**config.mk**
```make
export PLATFORM = sky130hd
export DESIGN_NAME = line_fifo_sequencer
export DESIGN_NICKNAME = d
export VERILOG_FILES = /design/src/rtl/line_fifo_sequencer.sv
export SDC_FILE = /design/constraint.sdc
export NUM_CORES = 1
export LEC_CHECK = 0
export CORE_MARGIN = 5
export CORE_UTILIZATION = 54
export CTS_CLUSTER_SIZE = 28
export DETAILED_ROUTE_END_ITERATION = 7
export PLACE_DENSITY_LB_ADDON = 0.2
export SKIP_CTS_REPAIR_TIMING = 1
export SLEW_MARGIN = 20
export SYNTH_ARGS = -nofsm -noshare
export SYNTH_HDL_FRONTEND = slang
export SYNTH_SLANG_ARGS = --single-unit
```
**constraint.sdc**
```tcl
create_clock -name clk_50mhz -period 6.75 [get_ports clk_50mhz]
set_input_delay 2.025 -clock clk_50mhz [delete_from_list [all_inputs] [get_ports clk_50mhz]]
set_output_delay 2.025 -clock clk_50mhz [all_outputs]
set_load 0.01 [all_outputs]
```
**src/rtl/line_fifo_sequencer.sv**
```systemverilog
// Phase controller and write-port arbiter for the shared line FIFO between parser,
// solver and assembler; tracks occupancy, solver passes and aborts on faults.
module line_fifo_sequencer #(
    parameter int unsigned DATA_WIDTH     = 16,
    parameter int unsigned FIFO_DEPTH     = 512,
    parameter int unsigned TIMEOUT_CYCLES = 50_000_000
) (
    input  logic                         clk_50mhz,
    input  logic                         rst,
    input  logic                         parse_write,
    input  logic [DATA_WIDTH-1:0]        parse_line,
    input  logic                         parsed,
    input  logic                         solve_write,
    input  logic [DATA_WIDTH-1:0]        solve_line,
    input  logic                         solve_next,
    input  logic                         progress,
    input  logic                         solved,
    input  logic                         unsolvable,
    input  logic                         assembled,
    input  logic                         fifo_full,
    input  logic                         fifo_empty,
    output logic [DATA_WIDTH-1:0]        fifo_din,
    output logic                         fifo_wr_en,
    output logic                         fifo_rd_en,
    output logic                         fifo_srst,
    output logic [1:0]                   state,
    output logic                         solver_start,
    output logic                         assembler_start,
    output logic [$clog2(FIFO_DEPTH):0]  occupancy,
    output logic [7:0]                   pass_count,
    output logic [1:0]                   error_code
);

    localparam int unsigned OccW = $clog2(FIFO_DEPTH) + 1;
    localparam int unsigned WdW  = $clog2(TIMEOUT_CYCLES + 1);

    localparam logic [1:0] ErrNone     = 2'd0;
    localparam logic [1:0] ErrOverflow = 2'd1;
    localparam logic [1:0] ErrStall    = 2'd2;
    localparam logic [1:0] ErrTimeout  = 2'd3;

    typedef enum logic [1:0] {
        StReceive  = 2'd0,
        StSolve    = 2'd1,
        StTransmit = 2'd2,
        StError    = 2'd3
    } phase_e;

    phase_e          state_q;
    logic [OccW-1:0] occ_q;
    logic [OccW-1:0] remaining_q;
    logic [7:0]      pass_q;
    logic [1:0]      err_q;
    logic            progress_seen_q;
    logic [WdW-1:0]  wd_q;
    logic            solver_start_q;
    logic            assembler_start_q;
    logic            srst_pulse_q;

    logic            write_req;
    logic            write_acc;
    logic            read_acc;
    logic            overflow;
    logic            pass_end;
    logic            stalled;
    logic            active_phase;
    logic            idle;
    logic            timeout;
    logic [OccW-1:0] occ_next;
    logic [7:0]      pass_inc;

    // Write-port ownership follows the phase; other phases have no writer.
    always_comb begin
        write_req = 1'b0;
        fifo_din  = parse_line;
        unique case (state_q)
            StReceive: write_req = parse_write;
            StSolve: begin
                write_req = solve_write;
                fifo_din  = solve_line;
            end
            default: ;
        endcase
    end

    assign write_acc  = write_req & ~fifo_full & ~rst;
    assign overflow   = write_req & fifo_full;
    assign read_acc   = (state_q == StSolve) & solve_next & ~fifo_empty & ~rst;
    assign fifo_wr_en = write_acc;
    assign fifo_rd_en = read_acc;
    assign fifo_srst  = rst | srst_pulse_q | (state_q == StError);

    always_comb begin
        occ_next = occ_q;
        if (write_acc && !read_acc) begin
            occ_next = occ_q + 1'b1;
        end else if (read_acc && !write_acc) begin
            occ_next = occ_q - 1'b1;
        end
    end

    // A pass ends on the read that consumes the last entry counted at pass start.
    assign pass_end     = read_acc & (remaining_q <= OccW'(1));
    assign stalled      = pass_end & ~(progress_seen_q | progress);
    assign active_phase = (state_q == StSolve) | (state_q == StTransmit);
    assign idle         = ~(write_acc | read_acc | progress);
    assign timeout      = active_phase & idle & (wd_q == WdW'(TIMEOUT_CYCLES - 1));
    assign pass_inc     = (pass_q == 8'hFF) ? 8'hFF : pass_q + 8'd1;

    always_ff @(posedge clk_50mhz) begin
        if (rst) begin
            state_q           <= StReceive;
            occ_q             <= '0;
            remaining_q       <= '0;
            pass_q            <= '0;
            err_q             <= ErrNone;
            progress_seen_q   <= 1'b0;
            wd_q              <= '0;
            solver_start_q    <= 1'b0;
            assembler_start_q <= 1'b0;
            srst_pulse_q      <= 1'b0;
        end else begin
            solver_start_q    <= 1'b0;
            assembler_start_q <= 1'b0;
            srst_pulse_q      <= 1'b0;
            occ_q             <= occ_next;

            if (!active_phase || !idle) begin
                wd_q <= '0;
            end else begin
                wd_q <= wd_q + 1'b1;
            end

            unique case (state_q)
                StReceive: begin
                    if (overflow) begin
                        state_q <= StError;
                        err_q   <= ErrOverflow;
                        occ_q   <= '0;
                    end else if (parsed) begin
                        state_q         <= StSolve;
                        solver_start_q  <= 1'b1;
                        remaining_q     <= occ_next;
                        pass_q          <= '0;
                        progress_seen_q <= 1'b0;
                    end
                end

                StSolve: begin
                    if (progress) begin
                        progress_seen_q <= 1'b1;
                    end
                    if (read_acc) begin
                        remaining_q <= remaining_q - 1'b1;
                    end
                    if (pass_end) begin
                        pass_q          <= pass_inc;
                        remaining_q     <= occ_next;
                        progress_seen_q <= 1'b0;
                    end

                    // Exit priority: solved > unsolvable > overflow > stall > timeout.
                    if (solved) begin
                        state_q           <= StTransmit;
                        assembler_start_q <= 1'b1;
                        srst_pulse_q      <= 1'b1;
                        occ_q             <= '0;
                        wd_q              <= '0;
                    end else if (unsolvable) begin
                        state_q <= StError;
                        err_q   <= ErrStall;
                        occ_q   <= '0;
                    end else if (overflow) begin
                        state_q <= StError;
                        err_q   <= ErrOverflow;
                        occ_q   <= '0;
                    end else if (stalled) begin
                        state_q <= StError;
                        err_q   <= ErrStall;
                        occ_q   <= '0;
                    end else if (timeout) begin
                        state_q <= StError;
                        err_q   <= ErrTimeout;
                        occ_q   <= '0;
                    end
                end

                StTransmit: begin
                    if (assembled) begin
                        state_q <= StReceive;
                        wd_q    <= '0;
                    end else if (timeout) begin
                        state_q <= StError;
                        err_q   <= ErrTimeout;
                        occ_q   <= '0;
                    end
                end

                default: ;
            endcase
        end
    end

    assign state           = state_q;
    assign solver_start    = solver_start_q;
    assign assembler_start = assembler_start_q;
    assign occupancy       = occ_q;
    assign pass_count      = pass_q;
    assign error_code      = err_q;

endmodule
```
==> impl_results.md <==
* Run status: finished, final reports clean
* Io pins at 87
* Final HPWL DP at 7.55 mm
* Post-synthesis sequential area ratio at 32.8%
* Global route overflow at 0
* Slew HR at 21.2%
* Count leader, synth: nor2_1
* XOR/XNOR Fraction of Synth Area at 7.54%
* Sum of negative setup slack at 0 ns
* Post-Synth Simple-Gate Area at 26.8%
* Post-route insts no fill at 620
* Largest net degree at the start of global routing at 28
* Crit-path max cell delay at 0.55 ns
* Compound-gate portion of the synthesized area at 19.0%
* Final GP Congestion at 0.867
* DRT Pass-1 Iters at 5
* Die width at 93.0 um
* Ratio of cells with drive above 1 in the final layout at 9.07%
* PD cells at 313 nW/um^2
* Largest family of logic cells by synthesized area: simple AND/OR/NAND/NOR gates
* Top post-synthesis cells by area: dfxtp_1 (33%), nor2_1 (6.4%), xor2_1 (5.2%)
* Synth warnings at 0
* Vias in the first global route at 3534
* Final Skew at 0.00730 ns
* Finished Cell Area at 4830 um^2
* Clock Tree Root: clkbuf_8
* RSZ-0062 raised after global routing: no
* First-pass GRT wire length at 16.5 mm
* Max capacitance violation total at 0
* Ys async rst share at 0%
* CTS tree: yes
* GRT Overall Usage at 23.6%
* Sequential Area at 1220 um^2
* Setup-failing EPs final at 0
* Cell breakdown of the critical path: clkdlybuf4s50_1 > or2_2 > or3_1 > inv_2 > clkdlybuf4s50_1
* Worst Setup End Kind: primary output
* Most instantiated cells after synthesis: nor2_1 (63), dfxtp_1 (61), nand2_1 (26)
* Most common flop cell mapped by yosys: dfxtp_1
* Most used cell, CP: clkdlybuf4s50_1
* Cell Area, Synth at 3720 um^2
* Slew Limit Fails at 0
* Clk sinks at 61
* Netlist cell types at 66
* Adder-Cell Fraction of Synth Area at 3.97%
* Critical path's slowest cell: clkdlybuf4s50_1
* Initial Util at 55.0%
* Post-synthesis mux area share at 5.69%
* CP bufs+invs at 3
* Post-synthesis area per instance at 8.19 um^2
* Cell taking the most area after synthesis: dfxtp_1
* Post-synth EDFFs at 0
* Chip height at 93.0 um
* Worst skew pair latency at 0.35 ns
* Crit path DAT at 4.15 ns
* Largest delay contributor family on the critical path: buffers and inverters
* TritonCTS Buffers at 9
* Reg clk slew, reported paths at 0.08 ns
* Fmax at 0.162 GHz
* Die area at 8650 um^2
* CP startpoint kind: input port
* DRT iter0 DRCs at 266
* Routed WL at 10.2 mm
* Dpl cells at 604
* Final antenna diode count at 0
* Critical-path maximum fanout at 9
* Clock Tree Buf Depth at 2
* Filler Cells Inserted at 537
* Leakage at 1.70 nW
* DRC errors left at 0
* Area after DPL at 4630 um^2
* Slew at the pin closest to its max-slew limit at 1.17 ns
* Worst Hold Class: reg2reg
* Peak supply drop at 0.264 mV
* Routed Antenna Nets at 0
* Required time of the critical path at 4.72 ns
* Initial antenna violation count at 0
* CP Class: in2out
* Instance count of the mapped netlist at 454
* Core ar. at 6760 um^2
* Final net count at 590
* Number of synthesized register bits at 61
* DR vias/cell at 6.07
* Final Critical Period at 6.18 ns
* Tcrit/Tclk final at 91.5%
* Multi-input gate area at 2340 um^2
* Synth top area share at 32.8%
* Via Count at 3764
* H-tree levels at 3
* Std-Cell Rows at 30
* WL per Instance at 16.4 um
* P&R area growth vs syn at 29.8%
* Syn_nets at 509
* PortBufs at 86
* Final hold vios at 0
## layout by cell type (no fill, tap or decap), drive strengths merged, types with 5 or more instances in the layout
cell type      instances
nor2                  64
nor3                   8
a31oi                  6
o311ai                 6
inv                   19
ha                    11
o211ai                 5
clkdlybuf4s50         86
mux2                  17
dfxtp                 61
and3                   7
clkbuf                 9
nand3                 25
a21oi                 17
xnor2                 10
nor2b                  8
nand2                 26
nand4                 14
nand2b                 8
a211oi                 9
o21ai                 19
buf                    5
or3                    8
xor2                  22
nor4                   5
## state kept, by name, summed over array words and instances, names as in the netlist
register and flops:
wd_q 26, remaining_q 10, state 2, error_code 2
progress_seen_q 1, srst_pulse_q 1, solver_start 1, pass_count 8
occupancy 10
## where the power goes
part / total (mW) / internal [mW] / switching (mW)
Combinational: 0.746 / 0.318 / 0.428
Sequential: 0.434 / 0.395 / 0.0396
Clock: 0.333 / 0.171 / 0.161
## area by class of cell
cell class	instances	share of cell area, %
Tap cell	80	2.07
Timing Repair Buffer	91	18.6
Inverter	18	1.40
Multi-Input combinational cell	354	48.5
Clock buffer	9	2.57
Sequential cell	61	25.3
Clock inverter	7	1.55
## routing by layer
metal / up-vias / GRT usage (%) / wire, um
li1: 1816 / - / -
met1: 1764 / 31.9 / 4570
met2: 164 / 38.1 / 4780
met3: 20 / 3.38 / 642
met4: 0 / 8.91 / 197
met5: - / 0 / 0
## logic make-up after synthesis
family,Yosys count
and+or+nand+nor,195
AOI/OAI and AO/OA,96
DFF,61
buffers and inverters,39
xor gates and xnor gates,32
muxes,19
adders and majority gates,12
## worst paths after layout
kind / start / end / slack (ns) / depth (start not counted)
worst max-delay path: fifo_full / fifo_wr_en / 0.57 / 5
worst min-delay path: wd_q[0] / wd_q[0] / 0.49 / 1
worst max register to register: state[1] / remaining_q[3] / 3.06 / 11
worst min register to register: wd_q[0] / wd_q[0] / 0.49 / 1
## through the flow
step	power, mW	setup WS [ns]	hold slack, ns	util (%)
after detailed placement	1.17	0.607	0.472	68.5
final	1.51	0.573	0.486	71.5
after floorplan	0.939	1.63	0.442	-
after global placement	1.15	0.643	0.460	68.5
after CTS	1.51	0.607	0.490	71.5
after global routing	1.61	0.508	0.516	71.5
## worst register-to-register path, cell delays in order, from the launching register on
cell and delay [ns]:
dfxtp_1 0.35, inv_1 0.14, ha_1 0.69, buf_4 0.39
nand4bb_1 0.15, buf_4 0.20, o41ai_1 0.74, buf_4 0.29
or3_1 0.11, o21ai_0 0.08, a311o_1 0.35, a21oi_1 0.11
No activity file was read; power rests on OpenSTA's default activity.
